$ cat src/rtl/regfile_sb_if.sv
// regfile_sb_if: bus bundle between the decode/writeback stages and the
// scoreboarded register file.
//
// Signals (direction seen from the register file, i.e. the slave modport):
//   LD_REG   in   write enable for the write port
//   DR       in   write destination register
//   Data_In  in   write data
//   RSV      in   reserve request (mark RSV_DR busy)
//   RSV_DR   in   register to reserve
//   SR1/SR2  in   read addresses
//   SR1_Out  out  read data, port 1 (combinational)
//   SR2_Out  out  read data, port 2 (combinational)
//   SR1_Busy out  port 1 source has an outstanding reservation
//   SR2_Busy out  port 2 source has an outstanding reservation
//   ERR      out  sticky double-reservation error
interface regfile_sb_if #(
   parameter int unsigned WIDTH = 16,
   parameter int unsigned NREGS = 8
);
   localparam int unsigned AW = (NREGS > 1) ? $clog2(NREGS) : 1;

   logic             LD_REG;
   logic [AW-1:0]    DR;
   logic [WIDTH-1:0] Data_In;
   logic             RSV;
   logic [AW-1:0]    RSV_DR;
   logic [AW-1:0]    SR1;
   logic [AW-1:0]    SR2;
   logic [WIDTH-1:0] SR1_Out;
   logic [WIDTH-1:0] SR2_Out;
   logic             SR1_Busy;
   logic             SR2_Busy;
   logic             ERR;

   modport master (
      output LD_REG, DR, Data_In, RSV, RSV_DR, SR1, SR2,
      input  SR1_Out, SR2_Out, SR1_Busy, SR2_Busy, ERR
   );

   modport slave (
      input  LD_REG, DR, Data_In, RSV, RSV_DR, SR1, SR2,
      output SR1_Out, SR2_Out, SR1_Busy, SR2_Busy, ERR
   );
endinterface

$ cat src/rtl/regfile_sb.sv
// regfile_sb: NREGS x WIDTH register file with two combinational read ports,
// one write port with same-cycle write-to-read bypass, and a per-register
// busy scoreboard (set by reserve at issue, cleared by write at writeback).
//
// Ports:
//   Clk    in  system clock, all state updates on the rising edge
//   Reset  in  synchronous, active-high reset (clears data, busy bits, ERR)
//   bus    slave side of regfile_sb_if (write, reserve, read and ERR signals)
//
// Parameters:
//   WIDTH      data width of each register
//   NREGS      number of registers, power of two, 2..32
//   ZERO_REG0  when 1, register 0 reads as 0 and ignores writes/reserves
module regfile_sb #(
   parameter int unsigned WIDTH     = 16,
   parameter int unsigned NREGS     = 8,
   parameter bit          ZERO_REG0 = 1'b0
) (
   input logic          Clk,
   input logic          Reset,
   regfile_sb_if.slave  bus
);
   localparam int unsigned AW = (NREGS > 1) ? $clog2(NREGS) : 1;

   // Storage and scoreboard state
   logic [WIDTH-1:0] regs_q [NREGS];
   logic [NREGS-1:0] busy_q, busy_d;
   logic             err_q, err_d;

   // Qualified write / reserve requests (register 0 masked when hard-wired)
   logic wr_en;
   logic rsv_en;

   function automatic logic is_r0(input logic [AW-1:0] addr);
      return ZERO_REG0 && (addr == '0);
   endfunction

   always_comb begin
      wr_en  = bus.LD_REG && !is_r0(bus.DR);
      rsv_en = bus.RSV && !is_r0(bus.RSV_DR);
   end

   // Scoreboard next state: writeback clears, then reserve sets, so a
   // same-cycle reserve and write on one register leaves it busy.
   always_comb begin
      busy_d = busy_q;
      if (wr_en) begin
         busy_d[bus.DR] = 1'b0;
      end
      if (rsv_en) begin
         busy_d[bus.RSV_DR] = 1'b1;
      end
   end

   // A reserve on an already-busy register is only legal when that
   // register's outstanding value is being written back this very cycle.
   always_comb begin
      err_d = err_q;
      if (rsv_en && busy_q[bus.RSV_DR] && !(wr_en && (bus.DR == bus.RSV_DR))) begin
         err_d = 1'b1;
      end
   end

   always_ff @(posedge Clk) begin
      if (Reset) begin
         for (int unsigned i = 0; i < NREGS; i++) begin
            regs_q[i] <= '0;
         end
         busy_q <= '0;
         err_q  <= 1'b0;
      end else begin
         if (wr_en) begin
            regs_q[bus.DR] <= bus.Data_In;
         end
         busy_q <= busy_d;
         err_q  <= err_d;
      end
   end

   // Read ports, handled uniformly as a two-entry array
   logic [AW-1:0]    rd_addr [2];
   logic [WIDTH-1:0] rd_data [2];
   logic             rd_busy [2];

   assign rd_addr[0] = bus.SR1;
   assign rd_addr[1] = bus.SR2;

   // Bypass is taken from the raw LD_REG/DR: the hard-wired register 0
   // case is already caught by the first branch, and bypass must also work
   // during the Reset cycle.
   always_comb begin
      for (int p = 0; p < 2; p++) begin
         rd_data[p] = '0;
         rd_busy[p] = 1'b0;
         if (is_r0(rd_addr[p])) begin
            rd_data[p] = '0;
            rd_busy[p] = 1'b0;
         end else if (bus.LD_REG && (bus.DR == rd_addr[p])) begin
            rd_data[p] = bus.Data_In;
            rd_busy[p] = 1'b0;
         end else begin
            rd_data[p] = regs_q[rd_addr[p]];
            rd_busy[p] = busy_q[rd_addr[p]];
         end
      end
   end

   assign bus.SR1_Out  = rd_data[0];
   assign bus.SR2_Out  = rd_data[1];
   assign bus.SR1_Busy = rd_busy[0];
   assign bus.SR2_Busy = rd_busy[1];
   assign bus.ERR      = err_q;
endmodule
$ cat src/flat_wrapper.sv
// flat-port wrapper written by rule: the top's interface ports become plain ports
module regfile_sb_flat 
#(
   parameter int unsigned WIDTH     = 16,
   parameter int unsigned NREGS     = 8,
   parameter bit          ZERO_REG0 = 1'b0
)
  (Clk, Reset, bus_LD_REG, bus_DR, bus_Data_In, bus_RSV, bus_RSV_DR, bus_SR1, bus_SR2, bus_SR1_Out, bus_SR2_Out, bus_SR1_Busy, bus_SR2_Busy, bus_ERR);
  regfile_sb_if #(.WIDTH(WIDTH), .NREGS(NREGS)) bus_i ();
  input logic Clk;
  input logic Reset;
  input wire logic [$bits(bus_i.LD_REG)-1:0] bus_LD_REG;
  input wire logic [$bits(bus_i.DR)-1:0] bus_DR;
  input wire logic [$bits(bus_i.Data_In)-1:0] bus_Data_In;
  input wire logic [$bits(bus_i.RSV)-1:0] bus_RSV;
  input wire logic [$bits(bus_i.RSV_DR)-1:0] bus_RSV_DR;
  input wire logic [$bits(bus_i.SR1)-1:0] bus_SR1;
  input wire logic [$bits(bus_i.SR2)-1:0] bus_SR2;
  output wire logic [$bits(bus_i.SR1_Out)-1:0] bus_SR1_Out;
  output wire logic [$bits(bus_i.SR2_Out)-1:0] bus_SR2_Out;
  output wire logic [$bits(bus_i.SR1_Busy)-1:0] bus_SR1_Busy;
  output wire logic [$bits(bus_i.SR2_Busy)-1:0] bus_SR2_Busy;
  output wire logic [$bits(bus_i.ERR)-1:0] bus_ERR;
  assign bus_i.LD_REG = bus_LD_REG;
  assign bus_i.DR = bus_DR;
  assign bus_i.Data_In = bus_Data_In;
  assign bus_i.RSV = bus_RSV;
  assign bus_i.RSV_DR = bus_RSV_DR;
  assign bus_i.SR1 = bus_SR1;
  assign bus_i.SR2 = bus_SR2;
  assign bus_SR1_Out = bus_i.SR1_Out;
  assign bus_SR2_Out = bus_i.SR2_Out;
  assign bus_SR1_Busy = bus_i.SR1_Busy;
  assign bus_SR2_Busy = bus_i.SR2_Busy;
  assign bus_ERR = bus_i.ERR;
  regfile_sb #(.WIDTH(WIDTH), .NREGS(NREGS), .ZERO_REG0(ZERO_REG0)) u_core (.Clk(Clk), .Reset(Reset), .bus(bus_i));
endmodule
$ cat config.mk
export PLATFORM = sky130hd
export DESIGN_NAME = regfile_sb_flat
export DESIGN_NICKNAME = d
export VERILOG_FILES = /design/src/rtl/regfile_sb_if.sv /design/src/rtl/regfile_sb.sv /design/src/flat_wrapper.sv
export SDC_FILE = /design/constraint.sdc
export NUM_CORES = 1
export LEC_CHECK = 0
export ABC_AREA = 1
export ABC_CLOCK_PERIOD_IN_PS = 1900
export CAP_MARGIN = 20
export CORE_MARGIN = 10
export CORE_UTILIZATION = 43
export CTS_CLUSTER_DIAMETER = 30
export CTS_CLUSTER_SIZE = 24
export DETAILED_ROUTE_END_ITERATION = 8
export MAX_ROUTING_LAYER = met4
export PLACE_DENSITY = 0.73
export SLEW_MARGIN = 20
export SYNTH_ARGS = -nofsm -noshare
export SYNTH_HDL_FRONTEND = slang
export SYNTH_SLANG_ARGS = --single-unit
$ cat constraint.sdc
create_clock -name Clk -period 1.9 [get_ports Clk]
set_input_delay 0.57 -clock Clk [delete_from_list [all_inputs] [get_ports Clk]]
set_output_delay 0.57 -clock Clk [all_outputs]
set_load 0.005 [all_outputs]
* Word-level counts from Yosys, hierarchy flattened
Memories as Yosys holds them, arrays and structs flattened.
Index checks and enable logic that the tools add are counted.
** Storage, ports and cells
- Memories kept :: 1
- Bits in writable memories :: 128
- Bits of input ports :: 32
- Word-level logic and storage cells :: 48
- Flip-flop bits (word level) :: 9
- Output and inout bits :: 35
** Cells by class
- Order comparisons :: 6
- Reductions and logical operators :: 9
- Equality and inequality tests :: 3
- Bitwise logic cells :: 3
- Muxes and demuxes :: 24
** Memory list
- u_core.regs_q :: words 8, bits a word 16, rd ports 2, clocked after memory_dff 0, write ports 8, RTL line regfile_sb.sv:26 : logic [WIDTH-1:0] regs_q [NREGS];
** Operators with widths (count)
- $mux W16 :: 3
- $lt A3 B4 Y1 const B :: 4
- $mux W8 :: 2
- $reduce_or A16 Y1 :: 1
- $mux W1 :: 13
- $bmux W1 S3 :: 3
- $eq A3 B3 Y1 :: 3
- $and A8 B8 Y8 :: 1
- $not A8 Y8 :: 1
- $or A8 B8 Y8 :: 1
- $logic_and A1 B1 Y1 :: 7
- $demux W1 S3 :: 2
- $ge A3 B1 Y1 const B :: 2
- $mux W3 :: 1
- $logic_not A1 Y1 :: 1

* Logic depth before layout (Yosys ltp)
- Word-level depth :: 9
- Depth in mapped cells :: 8
- Gate-level depth less buffers :: 8

* Least setup slack after synthesis
OpenSTA, ideal clock, no wires.
- Path kind :: input to output
- From :: in bus_SR1[1]
- To :: out bus_SR1_Out[10]
- Slack :: -0.067 ns
- Path buffers :: 2
- Data required time :: 1.330 ns
- Stages on the path :: 5
- Data arrival time :: 1.397 ns
- Path through :: buf_2 > xnor2_1 > nand4_4 > buf_6 > o21ai_1
** On the way
- Word-level cells in the longest chain between the ends :: 3
- Elaborated cells on any way between the ends :: 4
- Classes of those cells :: eq/ne: 1; mux: 1; reduce/logical: 1; memory: 1
** RTL lines
- from (decl) :: RTL line flat_wrapper.sv:17 : input wire logic [$bits(bus_i.SR1)-1:0] bus_SR1;
- parallel branches: the longest is 2 deep, another holds $mem_v2 Z8 W16
- $mux W16 * :: RTL line regfile_sb.sv:98 : end else if (bus.LD_REG && (bus.DR == rd_addr[p])) begin
- to (decl) :: RTL line flat_wrapper.sv:19 : output wire logic [$bits(bus_i.SR1_Out)-1:0] bus_SR1_Out;
Mark *: on every way between the ends.

* Worst setup path after layout
- From :: in bus_LD_REG
- To :: out bus_SR1_Out[2]
** On the way
- Word-level cells in the longest chain between the ends :: 2
** RTL lines
- from (decl) :: RTL line flat_wrapper.sv:12 : input wire logic [$bits(bus_i.LD_REG)-1:0] bus_LD_REG;
- $logic_and A1 B1 Y1 :: RTL line regfile_sb.sv:98
- $mux W16 :: RTL line regfile_sb.sv:98
Every way passes these cells.

==> results.toml <==
[floorplan]
rows = 49
die_x_um = 156
ios = 67
die_area_mm2 = 0.0244
start_util_pct = 44.1
coreArea_mm2 = 0.0181
die_h_um = 156

[timing]
min_period_ps = 2340
clock_skew_ps = 6.75
hold_viol = 0
worst_pin_slew_ps = 311
grt_setup_unrepaired = "true"
drv_slew = 0
relSlewSlack_pct = 79.3
fmax_ghz = 0.428
setup_ws_ps = -436
timing.final.crit_share_pct = 123
setup_viol = 34

[critical_path]
crit_type = "primary input to output pin"
end_kind = "output pin"
reg2regPathDepth = 9
startpoint_type = "primary input"
required_ps = 1330
arrival_ps = 1770
crit_fanout = 8

[power]
leakagePower_nw = 4.57
power.density_mw_per_mm2 = 804
vdd_drop_max_v = 0.000587

[global_routing]
antenna_found_initial = 0
grt_use_total_pct = 23.1
first_global_vias = 7397
grt-ovfl-total = 0
grt_max_degree = 55
grt_pass1_wl_um = 42300

[synthesis]
synth_edf_count = 128
synth_area_leader_cell = "edfxtp_1"
ys.flop_type = "edfxtp_1"
synth_cell_types = 29
synth_seq_area_share_pct = 50.4
synth.avg_cell_area_um2 = 8.54
synth_cells = 934
ys_top_cells_by_area = "edfxtp_1 48%, nor2_1 6.6%, nand3_1 6.5%"
syn_nets = 966
synth.top_cell.area_share_pct = 48.2
async_flop_share_pct = 0
yosysWarnings = 0
synth.cell_area_mm2 = 0.00798
synth.ff_latch_count = 137

[clock_tree]
htreeDepth = 4
clockBufferDepth = 2
root_buffer = "clkbuf_16"
clk_pin_slew_ps = 60
clock_latency_ps = 430
cts_buffers = 17
cts_tree = "done"
cts.sinks = 137

[cells_and_area]
stdcell_count = 1329
antenna_cells = 0
drive_gt1_share_pct = 29.2
fin_area_mm2 = 0.0110
nNetsFinal = 1119
synthToLayoutAreaGrowth_pct = 38.5

[route]
via_count = 8050
drtIter0Drc = 1307
drc = 0
wl_per_cell_um = 21.8
ant_nets = 0
drt_first_pass_iters = 6
vias_per_cell = 6.06
wl_um = 29000

[min_path]
hold_path_depth = 2
hp-class = "flop to flop"

[run_status]
violations = "setup timing"
status = "finished with violations"

[flow_run]
maxCapViolCount = 0

[place]
dp_hpwl_um = 17700
dp.cells = 1271
io_buffer_count = 66
postPlaceCellArea_mm2 = 0.00956
gp_congestion = 0.944
-- state kept, by name, indices dropped and copies added, names as in the netlist --
signal	cells
u_core.busy_q	8
u_core.regs_q	128
u_core.bus.ERR	1
-- layer usage --
| layer | GRT usage [%] | routed length [um] |
|---|---|---|
| met5 | - | 0 |
| met4 | 10.8 | 1400 |
| met3 | 4.33 | 3090 |
| met2 | 36.2 | 13600 |
| met1 | 28.4 | 11000 |
-- logic make-up (layout without fill, tap and decap cells) --
| group | after synthesis | after routing | share of synthesized area [%] |
|---|---|---|---|
| simple gates | 363 | 363 | 19.7 |
| compound gates | 254 | 254 | 18.7 |
| buf+inv | 179 | 345 | 11.0 |
| flops | 137 | 137 | 50.4 |
| xor+xnor | 1 | 1 | 0.110 |
-- synth_stat cells, types with 7 or more instances --
| cell | instances |
|---|---|
| a21oi_1 | 75 |
| buf_2 | 19 |
| buf_4 | 16 |
| buf_6 | 16 |
| clkbuf_1 | 13 |
| clkinv_1 | 16 |
| dfxtp_1 | 9 |
| edfxtp_1 | 128 |
| inv_1 | 90 |
| nand2_1 | 104 |
| nand3_1 | 103 |
| nor2_1 | 141 |
| o211ai_1 | 64 |
| o21ai_0 | 73 |
| o21ai_1 | 22 |
| o21ai_2 | 13 |
| o22ai_1 | 7 |
-- where the power goes --
group / switching (mW) / internal [mW] / total [mW]
clock network: 1.26 / 2.30 / 3.56
registers: 0.0737 / 3.48 / 3.56
logic: 1.02 / 0.740 / 1.76
-- metrics by stage --
stage	utilization, %	hold slack [ps]	power [mW]	setup TNS, ps	setup WS, ps
3_3_place_gp	52.8	436	5.09	-103240	-1130
3_5_place_dp	52.8	441	5.12	-110730	-1210
5_1_grt	61.1	501	9.12	-13800	-467
2_1_floorplan	-	441	4.39	-61.2	-24.2
6_report	61.1	452	8.88	-12500	-436
4_1_cts	59.2	453	8.71	-10560	-415
-- cell usage in the layout (no fill, tap or decap), types with 22 or more instances in the layout --
master / count
nor2_1: 138
buf_12: 23
o21ai_0: 58
nand3_2: 25
buf_4: 93
o21ai_2: 28
o211ai_1: 64
buf_2: 29
nand3_1: 70
edfxtp_1: 128
nand2_1: 98
a21oi_1: 63
inv_1: 87
clkdlybuf4s50_1: 22
-- path summary, 6_finish.rpt --
| kind | startpoint | endpoint | slack, ps |
|---|---|---|---|
| max | bus_LD_REG | bus_SR1_Out[2] | -440 |
| min | u_core.bus.ERR$_SDFFE_PP0P_ | u_core.bus.ERR$_SDFFE_PP0P_ | 450 |
| max reg2reg | u_core.busy_q[6]$_SDFF_PP0_ | u_core.bus.ERR$_SDFFE_PP0P_ | 830 |
| min reg2reg | u_core.bus.ERR$_SDFFE_PP0P_ | u_core.bus.ERR$_SDFFE_PP0P_ | 450 |
-- final cells by class --
cell class                      instances  area [um2]
Clock buffer                           17         425
Clock inverter                         15         206
Fill cell                            1364        7040
Inverter                              113         480
Multi-Input combinational cell        618        3600
Sequential cell                       137        4020
Tap cell                              229         287
Timing Repair Buffer                  200        2020
-- timing repair --
action                                  4_1_cts  5_1_grt
gates cloned                                  5        3
pin swaps                                    13       19
resized for setup                           259       75
setup buffers                                 9       12
hold buffers                                  0        0
endpoints found under the setup margin       42       34
-- worst max-delay path: stages --
cell	delay [ps]
buf_6	120
nand2_4	70
o21ai_4	160
nand4_4	120
buf_12	160
buf_12	130
buf_16	140
o21ai_4	140
buf_2	140
Power figures use the tool's default switching activity.
